`src/rtl/poci_uart.sv`:
```
// poci_uart: 8N1 UART slave on the POCI bus. It has an 8-entry FIFO per direction
// and a programmable clocks-per-bit divisor.
module poci_uart_fifo #(
  parameter int DEPTH = 8
) (
  input  logic       clk,
  input  logic       reset,
  input  logic       push,
  input  logic       pop,
  input  logic [7:0] wdata,
  output logic [7:0] head,
  output logic       empty,
  output logic       full,
  output logic       ovf
);
  localparam int AW = $clog2(DEPTH);

  logic [7:0]    mem [DEPTH];
  logic [AW-1:0] wptr, rptr;
  logic [AW:0]   count;
  logic          do_push, do_pop;

  assign empty   = (count == '0);
  assign full    = (count == (AW+1)'(DEPTH));
  // Pop on empty is ignored; push on full is accepted only when a pop frees the slot.
  assign do_pop  = pop && !empty;
  assign do_push = push && (!full || do_pop);
  assign ovf     = push && !do_push;
  assign head    = mem[rptr];

  always_ff @(posedge clk or posedge reset)
    if (reset) begin
      wptr  <= '0;
      rptr  <= '0;
      count <= '0;
    end else begin
      if (do_push) wptr <= wptr + 1'b1;
      if (do_pop)  rptr <= rptr + 1'b1;
      count <= count + (AW+1)'(do_push) - (AW+1)'(do_pop);
    end

  always_ff @(posedge clk)
    if (do_push) mem[wptr] <= wdata;
endmodule

module poci_uart #(
  parameter int CLK_HZ = 24_000_000,
  parameter int BAUD   = 115200,
  parameter int DEPTH  = 8
) (
  input  logic        clk,
  input  logic        reset,
  input  logic        psel,
  input  logic        penable,
  input  logic        pwrite,
  input  logic [3:0]  paddr,
  input  logic [31:0] pwdata,
  output logic [31:0] prdata,
  output logic        pready,
  output logic        txd,
  input  logic        rxd
);
  localparam logic [15:0] DIV_RST = 16'(CLK_HZ / BAUD);
  typedef enum logic [1:0] {S_IDLE, S_START, S_DATA, S_STOP} st_t;

  logic       wr, rd, st_wr;
  logic [1:0] addr;
  logic       unused_bits;
  assign addr        = paddr[3:2];
  assign wr          = psel & penable & pwrite;
  assign rd          = psel & penable & ~pwrite;
  assign st_wr       = wr && addr == 2'd1;
  assign pready      = 1'b1;
  assign unused_bits = ^{pwdata[31:16], paddr[1:0]};

  logic [15:0] div_q;
  logic        tx_ovf, rx_ovr, rx_fe;
  logic        tx_push, tx_pop, tx_empty, tx_full, tx_ovf_ev;
  logic        rx_push, rx_pop, rx_empty, rx_full, rx_ovf_ev, rx_fe_set;
  logic [7:0]  tx_head, rx_head, rx_sh;

  assign tx_push = wr && addr == 2'd0;
  assign rx_pop  = rd && addr == 2'd0;

  poci_uart_fifo #(.DEPTH(DEPTH)) u_tx_fifo (
    .clk(clk), .reset(reset), .push(tx_push), .pop(tx_pop), .wdata(pwdata[7:0]),
    .head(tx_head), .empty(tx_empty), .full(tx_full), .ovf(tx_ovf_ev));

  poci_uart_fifo #(.DEPTH(DEPTH)) u_rx_fifo (
    .clk(clk), .reset(reset), .push(rx_push), .pop(rx_pop), .wdata(rx_sh),
    .head(rx_head), .empty(rx_empty), .full(rx_full), .ovf(rx_ovf_ev));

  // ---------------- TX ----------------
  st_t         tx_st, tx_nx;
  logic [15:0] tx_cnt;
  logic [2:0]  tx_bit;
  logic [7:0]  tx_sh;
  logic        txd_q, txd_nx, tx_exp, tx_reload, tx_shift, tx_idle;

  assign tx_exp  = (tx_cnt == '0);
  assign tx_idle = tx_empty && tx_st == S_IDLE;
  assign txd     = txd_q;

  always_comb begin
    tx_nx = tx_st; tx_pop = 1'b0; tx_reload = 1'b0; tx_shift = 1'b0;
    case (tx_st)
      S_IDLE:  if (!tx_empty) begin tx_nx = S_START; tx_pop = 1'b1; tx_reload = 1'b1; end
      S_START: if (tx_exp) begin tx_nx = S_DATA; tx_reload = 1'b1; end
      S_DATA:  if (tx_exp) begin
                 tx_reload = 1'b1; tx_shift = 1'b1;
                 if (tx_bit == 3'd7) tx_nx = S_STOP;
               end
      S_STOP:  if (tx_exp) begin
                 tx_reload = 1'b1;
                 if (!tx_empty) begin tx_nx = S_START; tx_pop = 1'b1; end
                 else tx_nx = S_IDLE;
               end
      default: tx_nx = S_IDLE;
    endcase
    // txd is registered from the next state so the pin never glitches
    case (tx_nx)
      S_START: txd_nx = 1'b0;
      S_DATA:  txd_nx = tx_shift ? tx_sh[1] : tx_sh[0];
      default: txd_nx = 1'b1;
    endcase
  end

  always_ff @(posedge clk or posedge reset)
    if (reset) begin
      tx_st <= S_IDLE; tx_cnt <= '0; tx_bit <= '0; tx_sh <= '0; txd_q <= 1'b1;
    end else begin
      tx_st <= tx_nx;
      txd_q <= txd_nx;
      if (tx_reload)    tx_cnt <= div_q - 16'd1;
      else if (!tx_exp) tx_cnt <= tx_cnt - 16'd1;
      if (tx_pop) begin
        tx_sh <= tx_head; tx_bit <= '0;
      end else if (tx_shift) begin
        tx_sh <= {1'b0, tx_sh[7:1]}; tx_bit <= tx_bit + 3'd1;
      end
    end

  // ---------------- RX ----------------
  st_t         rx_st, rx_nx;
  logic [15:0] rx_cnt;
  logic [2:0]  rx_bit;
  logic        rx_m, rxs, rxs_d, rx_exp, rx_half, rx_reload, rx_sample;

  assign rx_exp = (rx_cnt == '0);

  always_comb begin
    rx_nx = rx_st; rx_half = 1'b0; rx_reload = 1'b0; rx_sample = 1'b0;
    rx_push = 1'b0; rx_fe_set = 1'b0;
    case (rx_st)
      S_IDLE:  if (rxs_d && !rxs) begin rx_nx = S_START; rx_half = 1'b1; end
      S_START: if (rx_exp) begin
                 if (rxs) rx_nx = S_IDLE;
                 else begin rx_nx = S_DATA; rx_reload = 1'b1; end
               end
      S_DATA:  if (rx_exp) begin
                 rx_sample = 1'b1; rx_reload = 1'b1;
                 if (rx_bit == 3'd7) rx_nx = S_STOP;
               end
      S_STOP:  if (rx_exp) begin rx_push = 1'b1; rx_fe_set = !rxs; rx_nx = S_IDLE; end
      default: rx_nx = S_IDLE;
    endcase
  end

  always_ff @(posedge clk or posedge reset)
    if (reset) begin
      rx_m <= 1'b1; rxs <= 1'b1; rxs_d <= 1'b1;
      rx_st <= S_IDLE; rx_cnt <= '0; rx_bit <= '0; rx_sh <= '0;
    end else begin
      rx_m  <= rxd;
      rxs   <= rx_m;
      rxs_d <= rxs;
      rx_st <= rx_nx;
      // Half-bit first wait centres every later sample in its bit
      if (rx_half)        rx_cnt <= {1'b0, div_q[15:1]} - 16'd1;
      else if (rx_reload) rx_cnt <= div_q - 16'd1;
      else if (!rx_exp)   rx_cnt <= rx_cnt - 16'd1;
      if (rx_half) rx_bit <= '0;
      else if (rx_sample) begin
        rx_sh <= {rxs, rx_sh[7:1]}; rx_bit <= rx_bit + 3'd1;
      end
    end

  // ---------------- registers ----------------
  always_ff @(posedge clk or posedge reset)
    if (reset) begin
      div_q <= DIV_RST; tx_ovf <= 1'b0; rx_ovr <= 1'b0; rx_fe <= 1'b0;
    end else begin
      if (wr && addr == 2'd2) div_q <= (pwdata[15:0] < 16'd4) ? 16'd4 : pwdata[15:0];
      tx_ovf <= tx_ovf_ev              | (tx_ovf & ~(st_wr & pwdata[6]));
      rx_fe  <= rx_fe_set              | (rx_fe  & ~(st_wr & pwdata[5]));
      rx_ovr <= (rx_push & rx_ovf_ev)  | (rx_ovr & ~(st_wr & pwdata[4]));
    end

  always_comb begin
    prdata = '0;
    if (rd)
      case (addr)
        2'd0:    prdata = {24'b0, rx_empty ? 8'h00 : rx_head};
        2'd1:    prdata = {25'b0, tx_ovf, rx_fe, rx_ovr, rx_full, !rx_empty, tx_idle, tx_full};
        2'd2:    prdata = {16'b0, div_q};
        default: prdata = '0;
      endcase
  end
endmodule

```
`config.mk`:
```
export PLATFORM = sky130hd
export DESIGN_NAME = poci_uart
export DESIGN_NICKNAME = d
export VERILOG_FILES = /design/src/rtl/poci_uart.sv
export SDC_FILE = /design/constraint.sdc
export NUM_CORES = 1
export LEC_CHECK = 0
export ABC_AREA = 1
export BUFFER_PORTS_ARGS = -buffer_cell sky130_fd_sc_hd__buf_2
export CAP_MARGIN = 20
export CORE_MARGIN = 4
export CORE_UTILIZATION = 50
export DETAILED_ROUTE_END_ITERATION = 6
export PLACE_DENSITY_LB_ADDON = 0.15
export SYNTH_ARGS = -nofsm -noshare
export SYNTH_HDL_FRONTEND = slang
export SYNTH_SLANG_ARGS = --single-unit
export TNS_END_PERCENT = 50
```
`constraint.sdc`:
```
create_clock -name clk -period 10.86 [get_ports clk]
set_input_delay 3.258 -clock clk [delete_from_list [all_inputs] [get_ports clk]]
set_output_delay 3.258 -clock clk [all_outputs]
set_load 0.1 [all_outputs]
```
# Word level (Yosys, flattened, before mapping)
# Memory sizes are Yosys's and may differ from the RTL's.
# Cells that the tools add are included.
# Widths: inputs -> output; s select.
[totals]
inputBits = 42
reg_bits = 101
out_inout_bits = 34
ramBits = 128
wordCells = 162
mem_count = 2
[mem_list]
columns = ["name", "depth", "word_bits", "rd", "rd_ports_with_merged_regs", "write_ports", "line", "text"]
rows = [
  ["u_rx_fifo.mem", 8, 8, 1, 0, 1, "18", "logic [7:0] mem [DEPTH];"],
  ["u_tx_fifo.mem", 8, 8, 1, 0, 1, "18", ""],
]
[op_classes]
muxes = 51
n_addsub = 14
reduce_logical = 33
bitwise_logic = 18
n_lt_le_gt_ge = 1
eq_ne = 21
[op_table]
columns = ["operator", "n"]
rows = [
  ["$mux 16", 7],
  ["$pmux 16 s3", 1],
  ["$sub 16x1->16 const B", 3],
  ["$logic_not 16->1", 2],
  ["$mux 8", 3],
  ["$mux 2", 11],
  ["$mux 1", 19],
  ["$add 3x1->3 const B", 6],
  ["$lt 16x3->1 const B", 1],
  ["$pmux 2 s4", 2],
  ["$sub 15x1->16 const B", 1],
  ["$eq 2x2->1 const B", 6],
  ["$logic_and 1x1->1", 12],
  ["$mux 3", 4],
  ["$and 1x1->1", 10],
  ["$ne 2x2->1 const B", 5],
  ["$add 4x1->4", 2],
  ["$eq 2x1->1 const B", 4],
  ["$eq 4x4->1 const B", 2],
  ["$logic_not 4->1", 2],
  ["$pmux 1 s2", 4],
  ["$sub 4x1->4", 2],
  ["$logic_not 1->1", 7],
  ["$eq 3x3->1 const B", 2],
  ["10 further kinds", 20],
]

# Depth between registers and ports, before layout
[depth]
word_depth = 10
depth_mapped = 18
ltp_nobuf = 16

# Modules after synthesis
# From an unflattened synthesis, not the netlist that was laid out.
[hier_totals]
hier_cells = 1373
area_unflattened_um2 = 12251.8
[by_module_without_submodules]
columns = ["mod", "instances", "seq_area_each_um2", "area_per_inst_um2", "cells_each"]
rows = [
  ["poci_uart", 1, 2035.7, 5721.7, 787],
  ["poci_uart_fifo at u_tx_fifo", 1, 2172.1, 3265.6, 293],
  ["poci_uart_fifo at u_rx_fifo", 1, 2172.1, 3264.4, 293],
]

# Worst setup path before layout
# No wires, ideal clock.
[synth_timing]
path_type = "input-to-output"
start = "input port paddr[3]"
end = "output port prdata[10]"
required_time_ns = 7.602
stages = 5
slack_ns = 1.739
arrival_time_ns = 5.863
cell_sequence = "inv_1 > nor2_2 > inv_2 > clkbuf_1 > nor3_1"
[synth_between]
elab_chain_cells = 3
word_cells_on_any_way = 5
cone_classes = "eq/ne: 2; mux: 2; reduce/logical: 1"
[synth_lines]
columns = ["element", "line", "text"]
rows = [
  ["start, declared", "56", "input logic [3:0] paddr,"],
  ["$eq 2x2->1, or another cell as far along", "202", "case (addr)"],
  ["$pmux 16 s3 *", "202", ""],
  ["$mux 16 *", "201", "if (rd)"],
  ["end, declared", "58", "output logic [31:0] prdata,"],
]
# Every way passes the cells marked *; elsewhere a longest branch is shown, timed or not.

# Final worst setup path
[layout_timing]
start = "input port paddr[3]"
end = "output port prdata[1]"
# Same word-level chain as after synthesis.

==> reports/results.txt <==
Core Region -> 22,640 um2
DRC -> 0
CP max-delay cell -> buf_2
Gpl congestion -> 0.8719
Max Clock Skew -> 0.01901 ns
Layout Cells excl Fill -> 1,553
Status -> completed
CTS tree -> built
Synth top area share -> 33.30%
Area contributors post-synth -> edfxtp_1 (33%), dfrtp_1 (20%), nand2_1 (6.6%)
Comb power frac -> 25.2%
Clock power frac -> 33.3%
Setup WS pre-CTS -> 2.696 ns
Async set-reset flop share out of synthesis -> 44.10%
First-pass GRT wire length -> 43,280 um
Final period util -> 75.67%
Ys flop type -> edfxtp_1
Post-synth EDFFs -> 128
Max-slew violations -> 0
Clock-pin slew on the worst setup and hold paths -> 0.06 ns
Critical Path Start Type -> primary input
Layout area overhead -> 10.83%
GR Overflow Total -> 0
FF/Latch Area -> 6380 um2
Crit path max-delay family -> buffers and inverters
Final Cell Area -> 12,790 um2
Final period demand of the worst path -> 8.218 ns
PwrDens -> 212.2 nW/um2
Critical Path Sink Type -> output port
CP max stage delay -> 0.51 ns
Initial antenna violation count -> 0
Peak VDD IR -> 156.7 uV
Number of I/O pins -> 76
Critical path cell sequence -> buf_2 -> nor2_1 -> inv_1 -> nor2_2 -> o211ai_1 -> a31oi_1 -> buf_2
Share of cells above drive strength 1 -> 11.59%
Hold Crit Class -> reg2reg
Commonest cells post-synth -> nand2_1 (203), nor2_1 (179), edfxtp_1 (128)
Cts hold-fix bufs -> 0
CTS buffer count -> 26
Rel. slew slack -> 31.62%
Drt total wl -> 27,410 um
Antenna viol nets, final -> 0
Starting Density -> 50.98%
1st-pass router iterations -> 5
# port buffers -> 40
Iter 0 DRT Violations -> 791
Sw frac -> 33.61%
Sw power -> 912.6 uW
Setup WS post-layout -> 2.642 ns
Root Buffer -> clkbuf_16
Fin nets -> 1,327
Row cnt -> 55
Post-synth top area cell -> edfxtp_1
CP Class -> in2out
Yosys reg bits -> 229
Wire length per cell -> 17.65 um
Cells after Synth -> 1,216
RSZ-0062 raised after global routing -> no
CP Max Fanout -> 8
# diodes -> 0
Cts repair resizes -> 0
Max Cap Viol -> 0
Area post-placement -> 11,880 um2
Synth warnings -> 0
FMAX -> 121.7 MHz
Flop pwr share -> 41.5%
CTS Buffer Depth -> 3
DR vias -> 8,463
Cell Int Power -> 1.803 mW
Pin count of the biggest net entering global routing -> 57
Arrival time worst endpoint -> 4.96 ns
Critical path required time -> 7.60 ns
GRT Total Usage -> 21.07%
Worst slew pin tran -> 1.022 ns
Die area -> 25,580 um2
Seq/Total Area, Yosys -> 55.27%
Final hold viol count -> 0
P_leak -> 5.270 nW
Synthesized area -> 11,540 um2
FILL cells -> 2,025
Crit path buf inv count -> 3
Die width -> 159.9 um
Vias/cell -> 5.449
Multi-input gate area -> 4511 um2
Number of global-route vias before repair -> 7,996
Die height -> 159.9 um
Mean Syn Cell Area -> 9.492 um2
Placed cell count -> 1,504
Post-synth cell types -> 53
H-tree levels -> 1
Clk Latency, worst-skew pair -> 0.55 ns
Setup Viol. Count Final -> 0
Post-Route Setup TNS -> 0 ns
Post-DP HPWL -> 18,440 um
Count leader, synth -> nand2_1
Setup bufs post-CTS -> 0
CP dominant cell by count -> buf_2
CTS sink count -> 229
cells by family (layout without fill, tap and decap cells):
logic type / Yosys count / in the layout / synth area share (%)
compound gates: 215 / 215 / 10.72
xor+xnor: 39 / 39 / 2.959
fa+ha+maj: 37 / 37 / 4.141
other cells: 2 / 17 / 0.06506
simple gates: 526 / 526 / 19.90
flops: 229 / 229 / 55.27
mux: 8 / 8 / 0.7805
buf+inv: 160 / 197 / 6.157
layout make-up:
type	count	share of cell area (%)
multi-input combinational	842	35.26
timing repair buffer	45	1.917
tap	285	2.788
clock inverter	12	1.272
inverter	104	3.110
clock buffer	36	5.781
sequential	229	49.87
registers in the layout, indices dropped and copies added, names as in the netlist, 4 cells and up, named ones only:
| name | count |
|---|---|
| u_rx_fifo.mem | 64 |
| u_tx_fifo.mem | 64 |
| div_q | 16 |
| rx_cnt | 16 |
| tx_cnt | 16 |
| rx_sh | 8 |
| tx_sh | 8 |
| u_rx_fifo.count | 4 |
| u_tx_fifo.count | 4 |
through the flow:
stage               util (%)  hold WS [ns]  power, mW
CTS                    56.44        0.3546      2.733
finish                 56.50        0.3546      2.715
global placement       52.45        0.3470      1.806
global route           56.50        0.3616      2.881
detailed placement     52.45        0.3482      1.819
floorplan                  -        0.3452      1.650
final timing paths:
check	slack, ns	end	cells after the start	start
max in group asynchronous	6.85	rx_sh[6]	3	reset
min reg2reg	0.35	rxs	0	rx_m
min in group asynchronous	2.81	tx_sh[5]	2	reset
max	2.64	prdata[1]	7	paddr[3]
max reg2reg	7.72	u_rx_fifo.mem[7][5]	10	rx_cnt[0]
min	0.35	rxs	0	rx_m
power by group through the flow:
stage                     Sequential (mW)  Combinational, mW  Clock [mW]
after floorplan                      1.11              0.543           0
after global placement               1.14              0.666           0
after detailed placement             1.14              0.678           0
after CTS                            1.13              0.684       0.922
after global routing                 1.14              0.775       0.964
final                                1.13              0.684       0.904
per-layer routing:
metal  global-route usage (%)  share of wire (%)  vias to the layer above
li1                         -                  -                     4157
met1                    30.90                 46                     4032
met2                    33.85                 47                      233
met3                    2.632                5.5                       41
met4                    4.889                1.9                        0
met5                        0                  0                        -
layout by cell type (no fill, tap or decap), types with 4 or more instances in the layout:
| cell | n |
|---|---|
| inv_1 | 95 |
| nand3_1 | 79 |
| xor2_1 | 28 |
| o211ai_1 | 24 |
| o22ai_1 | 4 |
| nand3b_1 | 4 |
| a21oi_1 | 46 |
| edfxtp_1 | 128 |
| ha_1 | 35 |
| nor2_2 | 6 |
| conb_1 | 17 |
| mux2_2 | 8 |
| buf_2 | 40 |
| dfstp_2 | 7 |
| nand2_1 | 203 |
| xnor2_1 | 11 |
| o221ai_1 | 8 |
| nand2_2 | 8 |
| clkbuf_1 | 6 |
| dfrtp_1 | 94 |
| nor2_4 | 4 |
| buf_4 | 4 |
| nor2_1 | 178 |
| or2_2 | 4 |
| clkbuf_16 | 27 |
| o21ai_0 | 112 |
| inv_2 | 6 |
| nor3_1 | 18 |
| nand3_2 | 7 |
| clkinv_2 | 6 |
| a31oi_1 | 5 |
No activity file was read; power rests on OpenSTA's default activity.
